[src/rtl/fp32_to_int_pipe.sv]
// Three-stage FP32 -> 32-bit integer converter (fcvt.w.s / fcvt.wu.s) with
// a valid/ready elastic pipeline and RISC-V accrued exception flags.
module fp32_to_int_pipe #(
   parameter int TAG_W = 5
) (
   input  logic             clk,
   input  logic             rst,
   input  logic             in_valid,
   output logic             in_ready,
   input  logic [31:0]      in_a,
   input  logic             in_unsigned,
   input  logic [2:0]       in_rm,
   input  logic [2:0]       in_frm,
   input  logic [TAG_W-1:0] in_tag,
   output logic             out_valid,
   input  logic             out_ready,
   output logic [31:0]      out_data,
   output logic [4:0]       out_fflags,
   output logic [TAG_W-1:0] out_tag
);

   localparam logic [2:0] RM_RTZ = 3'b001;
   localparam logic [2:0] RM_RDN = 3'b010;
   localparam logic [2:0] RM_RUP = 3'b011;
   localparam logic [2:0] RM_RMM = 3'b100;

   // S1 (classify) state
   logic              s1_valid_reg, s1_sign_reg, s1_nan_reg, s1_inf_reg;
   logic              s1_zero_reg, s1_sticky_reg, s1_uns_reg;
   logic [23:0]       s1_m_reg;
   logic signed [8:0] s1_e_reg;
   logic [2:0]        s1_rm_reg;
   logic [TAG_W-1:0]  s1_tag_reg;

   // S2 (align) state
   logic              s2_valid_reg, s2_sign_reg, s2_nan_reg, s2_inf_reg;
   logic              s2_ovf_reg, s2_uns_reg, s2_g_reg, s2_s_reg;
   logic [32:0]       s2_mag_reg;
   logic [2:0]        s2_rm_reg;
   logic [TAG_W-1:0]  s2_tag_reg;

   logic ld1, ld2, ld3;

   // A stage may load when it is empty or its occupant moves on this cycle.
   assign ld3      = !out_valid || out_ready;
   assign ld2      = !s2_valid_reg || ld3;
   assign ld1      = !s1_valid_reg || ld2;
   assign in_ready = ld1;

   logic [7:0]  in_exp;
   logic [22:0] in_frac;
   logic [2:0]  eff_rm;

   assign in_exp  = in_a[30:23];
   assign in_frac = in_a[22:0];
   assign eff_rm  = (in_rm == 3'b111) ? in_frm : in_rm;

   always_ff @(posedge clk) begin
      if (rst) begin
         s1_valid_reg <= 1'b0;
      end else if (ld1) begin
         s1_valid_reg <= in_valid;
         if (in_valid) begin
            s1_sign_reg   <= in_a[31];
            s1_nan_reg    <= (&in_exp) && (|in_frac);
            s1_inf_reg    <= (&in_exp) && !(|in_frac);
            s1_zero_reg   <= !(|in_exp);
            s1_sticky_reg <= |in_frac;
            s1_m_reg      <= {1'b1, in_frac};
            s1_e_reg      <= $signed({1'b0, in_exp}) - 9'sd127;
            s1_uns_reg    <= in_unsigned;
            s1_rm_reg     <= eff_rm;
            s1_tag_reg    <= in_tag;
         end
      end
   end

   logic [54:0] wide;
   logic [32:0] a_mag;
   logic        a_g, a_s, a_ovf;

   always_comb begin
      wide  = {31'b0, s1_m_reg} << s1_e_reg[4:0];
      a_mag = '0;
      a_g   = 1'b0;
      a_s   = 1'b0;
      a_ovf = 1'b0;
      if (s1_nan_reg || s1_inf_reg) begin
         a_ovf = 1'b0;
      end else if (s1_zero_reg) begin
         a_s = s1_sticky_reg;
      end else if (s1_e_reg[8]) begin
         // Below 1.0: the hidden bit is the guard only at exactly e == -1.
         a_g = (s1_e_reg == -9'sd1);
         a_s = (s1_e_reg == -9'sd1) ? (|s1_m_reg[22:0]) : 1'b1;
      end else if (s1_e_reg > 9'sd31) begin
         a_ovf = 1'b1;
      end else begin
         a_mag = {1'b0, wide[54:23]};
         a_g   = wide[22];
         a_s   = |wide[21:0];
      end
   end

   always_ff @(posedge clk) begin
      if (rst) begin
         s2_valid_reg <= 1'b0;
      end else if (ld2) begin
         s2_valid_reg <= s1_valid_reg;
         if (s1_valid_reg) begin
            s2_sign_reg <= s1_sign_reg;
            s2_nan_reg  <= s1_nan_reg;
            s2_inf_reg  <= s1_inf_reg;
            s2_ovf_reg  <= a_ovf;
            s2_uns_reg  <= s1_uns_reg;
            s2_g_reg    <= a_g;
            s2_s_reg    <= a_s;
            s2_mag_reg  <= a_mag;
            s2_rm_reg   <= s1_rm_reg;
            s2_tag_reg  <= s1_tag_reg;
         end
      end
   end

   logic        inc, nv, nx;
   logic [32:0] rounded;
   logic [31:0] neg, res;

   always_comb begin
      case (s2_rm_reg)
         RM_RTZ:  inc = 1'b0;
         RM_RDN:  inc = s2_sign_reg && (s2_g_reg || s2_s_reg);
         RM_RUP:  inc = !s2_sign_reg && (s2_g_reg || s2_s_reg);
         RM_RMM:  inc = s2_g_reg;
         default: inc = s2_g_reg && (s2_s_reg || s2_mag_reg[0]);
      endcase
      rounded = s2_mag_reg + {32'b0, inc};
      neg     = ~rounded[31:0] + 32'd1;
      nv      = 1'b0;
      res     = rounded[31:0];
      if (s2_nan_reg) begin
         nv  = 1'b1;
         res = s2_uns_reg ? 32'hFFFF_FFFF : 32'h7FFF_FFFF;
      end else if (s2_inf_reg || s2_ovf_reg) begin
         nv = 1'b1;
         if (s2_uns_reg) res = s2_sign_reg ? 32'h0000_0000 : 32'hFFFF_FFFF;
         else            res = s2_sign_reg ? 32'h8000_0000 : 32'h7FFF_FFFF;
      end else if (s2_uns_reg) begin
         if (s2_sign_reg) begin
            // Negative values that round to zero are exact-zero results, not invalid.
            res = 32'h0000_0000;
            nv  = (rounded != 33'd0);
         end else if (rounded[32]) begin
            res = 32'hFFFF_FFFF;
            nv  = 1'b1;
         end
      end else if (s2_sign_reg) begin
         if (rounded > 33'h0_8000_0000) begin
            res = 32'h8000_0000;
            nv  = 1'b1;
         end else begin
            res = neg;
         end
      end else if (rounded > 33'h0_7FFF_FFFF) begin
         res = 32'h7FFF_FFFF;
         nv  = 1'b1;
      end
      nx = (s2_g_reg || s2_s_reg) && !nv;
   end

   always_ff @(posedge clk) begin
      if (rst) begin
         out_valid  <= 1'b0;
         out_data   <= '0;
         out_fflags <= '0;
         out_tag    <= '0;
      end else if (ld3) begin
         out_valid <= s2_valid_reg;
         if (s2_valid_reg) begin
            out_data   <= res;
            out_fflags <= {nv, 3'b000, nx};
            out_tag    <= s2_tag_reg;
         end
      end
   end

endmodule

[config.mk]
export PLATFORM = sky130hd
export DESIGN_NAME = fp32_to_int_pipe
export DESIGN_NICKNAME = d
export VERILOG_FILES = /design/src/rtl/fp32_to_int_pipe.sv
export SDC_FILE = /design/constraint.sdc
export NUM_CORES = 1
export LEC_CHECK = 0
export CAP_MARGIN = 20
export CORE_MARGIN = 1.5
export CORE_UTILIZATION = 54
export DETAILED_ROUTE_END_ITERATION = 6
export GPL_TIMING_DRIVEN = 0
export PLACE_DENSITY = 0.76
export SYNTH_ARGS = -nofsm -noshare
export SYNTH_HDL_FRONTEND = slang
export SYNTH_SLANG_ARGS = --single-unit
export TNS_END_PERCENT = 20
[constraint.sdc]
create_clock -name clk -period 7 [get_ports clk]
set_clock_uncertainty 0.05 [all_clocks]
set_input_delay 0.7 -clock clk [delete_from_list [all_inputs] [get_ports clk]]
set_output_delay 0.7 -clock clk [all_outputs]
set_load 0.02 [all_outputs]
; Word-level counts from Yosys, hierarchy flattened
; Cells that the tools add are included.
[word_totals]
output_inout_bits = 44
reg_bits = 136
in_bits = 48
[op_classes]
shifts = 1
n_bitwise = 2
muxes = 29
magnitude_cmp = 3
reduce_logical = 32
add_sub_neg = 3
n_eq_ne = 6
[ops]
columns = op, count
row1 = $mux 32, 12
row2 = $shl 24x5->55, 1
row3 = $reduce_or 23->1, 2
row4 = $add 33x1->33, 1
row5 = $gt 33x31->1 const B, 1
row6 = $gt 33x32->1 const B, 1
row7 = $reduce_bool 33->1, 1
row8 = $add 32x1->32 const B, 1
row9 = $not 32->32, 1
row10 = $reduce_or 22->1, 1
row11 = $mux 1, 15
row12 = $eq 9x1->1 const B, 1
row13 = $gt 9x6->1 const B, 1
row14 = $sub 8x7->9 const B, 1
row15 = $reduce_and 8->1, 1
row16 = $reduce_or 8->1, 1
row17 = $logic_not 1->1, 7
row18 = $logic_or 1x1->1, 7
row19 = $eq 3x2->1 const B, 2
row20 = $eq 3x3->1 const B, 2
row21 = $logic_and 1x1->1, 6
row22 = $reduce_and 3->1, 2
row23 = $pmux 1 s4, 1
row24 = $reduce_or 4->1, 1
row25 = other kinds (6), 6

; Longest topological paths before layout
[depth]
word_depth = 12
mapped_depth = 23
ltp_nobuf = 17

; Worst setup path before layout
; Ideal clock, no wire load.
[synth_timing]
path_type = in2reg
start = input rst
end = register s1_e_reg[0] (enable)
stages = 3
setup_time_ns = 0.516
t_required_ns = 6.434
setup_slack_ns = 1.915
n_path_buf = 2
t_arrival_ns = 4.519
cell_sequence = clkbuf_1 clkbuf_1 nor3b_1
[synth_via]
elab_chain_cells = 2
[synth_lines]
columns = item, line_no
row1 = start: declaration, 7  ; input logic rst,
row2 = $not 1->1 (no line), --
row3 = $reduce_and 3->1 (no line), --
row4 = end signal: assignment, 70  ; s1_e_reg <= $signed({1'b0, in_exp}) - 9'sd127;
row5 = end: declaration, 31  ; logic signed [8:0] s1_e_reg;
; No other way between the ends.
; A chain may end at the register's enable or synchronous reset.

; Final worst setup path
[layout_timing]
start = register s2_sign_reg
end = register out_data[29]
[layout_via]
elab_chain_cells = 11
elab_cells_between_ends = 20
cone_classes = add/sub (2) / order compare (2) / mux (12) / bitwise (1) / reduce/logical (3)
[layout_lines]
columns = item, line_no
row1 = start: declaration, 36  ; logic s2_valid_reg, s2_sign_reg, s2_nan_reg, s2_inf_reg;
row2 = start signal: assignment, 111  ; s2_sign_reg <= s1_sign_reg;
row3 = $logic_not 1->1, 133  ; RM_RUP: inc = !s2_sign_reg && (s2_g_reg || s2_s_reg);
row4 = $logic_and 1x1->1, 133
row5 = $pmux 1 s4, 130  ; case (s2_rm_reg)
row6 = $add 33x1->33, 137  ; rounded = s2_mag_reg + {32'b0, inc};
row7 = $not 32->32, 138  ; neg = ~rounded[31:0] + 32'd1;
row8 = $add 32x1->32, 138
row9 = $mux 32, 158  ; if (rounded > 33'h0_8000_0000) begin
row10 = $mux 32, 157  ; end else if (s2_sign_reg) begin
row11 = $mux 32, 148  ; end else if (s2_uns_reg) begin
row12 = $mux 32 *, 144  ; end else if (s2_inf_reg || s2_ovf_reg) begin
row13 = $mux 32 *, 141  ; if (s2_nan_reg) begin
row14 = end signal: assignment, 180  ; out_data <= res;
row15 = end: declaration, 17  ; output logic [31:0] out_data,
; Mark *: on every way between the ends. The rest lies on a longest branch, timed or not.

==> results_dict.tcl <==
set metrics [dict create \
    clock-root-buffer "clkbuf_16" \
    synthMuxAreaShare_pct 8.80 \
    synth-edff-count 93 \
    viasPerCell 6.52 \
    track_usage_pct 34.3 \
    synthTopCellsByCount "139 x nor2_1, 94 x nand2_1, 93 x edfxtp_1" \
    synth_ff_type "edfxtp_1" \
    synthAdderAreaFrac_pct 0.772 \
    synthSimpleGateAreaFrac_pct 25.4 \
    hold_ws_ns 0.372 \
    cts_buffer_depth 2 \
    path_clk_slew_ns 0.07 \
    grt_pass1_wl_um 48600 \
    ys_seq_elements 135 \
    cap_violations 0 \
    hp-class "register to register" \
    ys_types 96 \
    route.detailed.drc 0 \
    p_clk_share_pct 43.4 \
    period_share_pct 93.1 \
    diodes 0 \
    dp_hpwl_um 23900 \
    cts-htree-levels 4 \
    stdcell_count 1458 \
    rr_startpoint "s2_sign_reg" \
    clock_latency_ns 0.44 \
    yosys-top-cells-area "edfxtp_1 29%, dfxtp_1 8.6%, nor2_1 5.4%" \
    hp-start "s1_tag_reg[3]" \
    power_density_mw_per_mm2 183 \
    cp-start-kind "register" \
    wl_met1_um 13000 \
    crit_arrival_ns 6.82 \
    startpoint "s2_sign_reg" \
    port_buffers 88 \
    p_seq_share_pct 42.8 \
    cts_buffers 17 \
    synthXorXnorAreaFrac_pct 4.40 \
    fin_crit_ns 6.52 \
    synth_top_area_share_pct 28.7 \
    cts_resized 0 \
    nFillCells 1478 \
    power_uw 2120 \
    cts-hold-fix-buffers 0 \
    die_w_um 137 \
    cts_setup_buffers 0 \
    dp_slack_ns 0.719 \
    synthToLayoutAreaGrowth_pct 19.0 \
    wl_met2_um 14500 \
    max_slew_margin_pct 21.1 \
    maxSlewViolCount 0 \
    wire_per_inst_um 21.4 \
    yosysTopAreaCell "edfxtp_1" \
    tightest_slew_ns 1.17 \
    synth_top_family_by_area "simple AND/OR/NAND/NOR gates" \
    nets 1274 \
    io_pins 92 \
    fp.dieH_um 137 \
    placed_cells 1426 \
    p_leak_uw 0.00413 \
    path_max_fanout 10 \
    dr.pass1.iters 6 \
    vdd_drop_max_uv 175 \
    yosysMostFrequentCell "nor2_1" \
    cts_tree "built" \
    rsz0062_at_grt "no" \
    async_flop_share_pct 0 \
    dr_wl_met3_um 2650 \
    fin_tns_setup_ns 0 \
    synth_cells 1105 \
    clock-sinks 135 \
    core_mm2 0.0175 \
    post_route_cells_drive_above_1_share_pct 11.2 \
    drt_iter0_drc 1238 \
    routed_wl_um 31200 \
    syn_area_mm2 0.00973 \
    internal_power_uw 1520 \
    hold_violations 0 \
    vias 9503 \
    status "finished, final reports clean" \
    finalSetupViolCount 0 \
    crit_required_ns 7.30 \
    die_area_mm2 0.0188 \
    switchingPower_uw 595 \
    ant_nets 0 \
    globalplace.congestion 0.979 \
    grt_overflow 0 \
    fin_ws_ns 0.481 \
    grt_pass1_vias 8808 \
    yosysSeqAreaShare_pct 37.4 \
    antenna_found_initial 0 \
    worstSetupEndpointType "register" \
    top_layer "met4" \
    fmax_ghz 0.153 \
    start_util_pct 55.7 \
    swShare_pct 28.1 \
    criticalPathCategory "register to register" \
    syn_avg_cell_area_um2 8.80 \
    combPwrFrac_pct 13.8 \
    synth-compound-area-share_pct 17.9 \
    synth_warnings 0 \
    rows 48 \
    grt_max_degree 17 \
]
[cells by family (layout without fill, tap and decap cells)]
group,Yosys count,in the layout
mux,67,67
fa+ha+maj,6,6
compound gates,267,267
buf+inv,108,234
other cells,1,3
xor+xnor,48,48
simple gates,473,473
flops,135,135
[layer usage]
metal | up-vias | global-route usage (%)
li1 | 4386 | -
met1 | 4508 | 46.4
met2 | 531 | 55.1
met3 | 78 | 5.59
met4 | 0 | 14.1
met5 | - | 0
[power groups by stage]
stage	combinational [uW]	sequential [uW]	clock [uW]
finish	293	907	919
detailed placement	287	924	0
global route	316	910	956
global placement	282	925	0
floorplan	162	932	0
CTS	289	906	927
[through the flow]
step | utilization, % | cell area (um2)
CTS | 66.2 | 11600
floorplan | - | 9730
global route | 66.2 | 11600
detailed placement | 62.8 | 11000
finish | 66.2 | 11600
global placement | 62.3 | 10900
[layout make-up]
type	count	area [um2]	area share, %
clock buffers	17	425	3.68
multi-input cells	864	5600	48.4
repair buffers	94	948	8.20
clock inverters	15	173	1.49
plain buffers	85	429	3.71
flip-flops and latches	135	3630	31.4
inverters	23	86.3	0.746
well taps	225	282	2.43
[cell usage in the layout, fill, tap and decap left out, types with 29 or more instances in the layout]
cell type / count
edfxtp_1: 93
dfxtp_1: 42
mux2i_1: 39
nor2_1: 139
nor4_1: 29
nor3_1: 41
clkbuf_1: 46
xnor2_1: 29
a21oi_1: 78
nand2_1: 94
nand3_1: 32
o21ai_0: 58
clkdlybuf4s50_1: 88
[critical path, cell delays in order (launching register included)]
cell and delay, ns:
edfxtp_1 0.32, clkbuf_1 0.35, clkbuf_1 0.42, clkbuf_1 0.50, xnor2_1 0.15, nor3b_1 0.19, a21oi_1 0.06, nor2_1 0.10
ha_1 0.43, ha_1 0.22, clkbuf_4 0.19, nand4_1 0.15, nor4_2 0.42, mux2_2 0.41, o32a_2 0.40, a211o_1 0.37
or2_1 0.25, buf_6 0.14, o21ai_0 0.22, buf_2 0.31, buf_2 0.31, o21ai_0 0.23, a21oi_1 0.23
[worst paths after layout]
path | endpoint | slack [ns] | cells past startpoint
worst max register to register | out_data[29] | 0.48 | 22
worst max-delay path | out_data[29] | 0.48 | 22
worst min register to register | s2_tag_reg[3] | 0.37 | 0
worst min-delay path | s2_tag_reg[3] | 0.37 | 0
(Power assumes the default switching activity.)
==> RTL edit: new RTL, config.mk and constraints unchanged <==
Set the parameter `TAG_W` to 4 (it was 5).
--- a/src/rtl/fp32_to_int_pipe.sv
+++ b/src/rtl/fp32_to_int_pipe.sv
@@ -2,5 +2,5 @@
 // a valid/ready elastic pipeline and RISC-V accrued exception flags.
 module fp32_to_int_pipe #(
-   parameter int TAG_W = 5
+   parameter int TAG_W = 4
 ) (
    input  logic             clk,
Ports: changed (resized in_tag and out_tag); port bits go from 92 to 90. No check against the original RTL was run, so the function may have changed too.
==> RTL edit against the original RTL <==
The flow now finishes with violations (DRC); sequential cell count down 3; power shrank 3.8%; die area down 7.4%; critical path depth decreased by 3; wire length shrank 12%; final area shrank 6.7%; synthesized area shrank 7.6%; non-clock buffer count is 21 lower; sequential power decreased by 2.3%; worst setup slack better by 0.80 ns; count of clock-buffer cells in the layout is the same; critical path type unchanged; highest routed layer unchanged.
==> RTL edit: results <==
[status]
status = complete, but fails checks
violations = DRC

[worst_hold_path]
hold_path_end = s2_rm_reg[2]
min_from = s1_rm_reg[2]

[route]
drt_iter0_drc = 834
drc = 5
met3_length_um = 2440
avgViaCountPerCell = 6.46
wl_per_cell_um = 20.1
first_pass_iters = 7

[pwr]
p_leak_nw = 3.86
ir_drop_mv = 0.161
pg_comb_uw = 276

[synth]
seq_area_frac_synth = 0.395
synth_fa_ha_area_frac = 0.00835
synth-xor-area-share = 0.0391
synth_compound_area_frac = 0.185
avgSynthCellArea_um2 = 8.78
synthTopCellsByCount = 128 x nor2_1, 94 x nand2_1, 91 x edfxtp_1
yosysUniqueCellTypes = 90

[worst_setup_path]
r2r_cells = 19
critPathArrivalTime_ns = 6.02
r2r-end = out_data[21]
slowest_delay_ns = 0.88

[place]
placed_cells = 1335
place_congestion = 1.00
dp_hpwl_um = 21000

[finish]
layout-drive-gt1-share = 0.0938

[grt]
grt_pass1_vias = 8254
use_met2 = 0.509
use_met1 = 0.423
## RTL edit: cell count changes in the layout (fill, tap and decap cells not counted), moves of 7 or more
cell,delta
a21oi_1,-12
nand4_1,+12
nor2_1,-11
o21ai_0,+11
xnor2_1,-10
nand3b_1,-9
and2_1,+8
mux4_2,-8
or3_1,-8
clkbuf_1,-7
nor3_1,-7
o21bai_1,-7
## RTL edit: layout make-up
class                      count  area [um^2]
clock buffer                  17          425
multi-input combinational    811         5080
timing repair buffer          94          938
inverter                      19         71.3
fill                        1357         5260
clock inverter                15          160
buffer                        64          302
tap                          216          270
sequential                   132         3550
## RTL edit: critical path, delay by kind of cell (launching register included)
| family | cells | cell delay (ns) |
|---|---|---|
| buffers and inverters | 4 | 1.48 |
| DFF | 1 | 0.34 |
| AOI/OAI and AO/OA | 6 | 1.74 |
| xor gates and xnor gates | 1 | 0.15 |
| and+or+nand+nor | 6 | 1.24 |
| adders and majority gates | 2 | 0.63 |
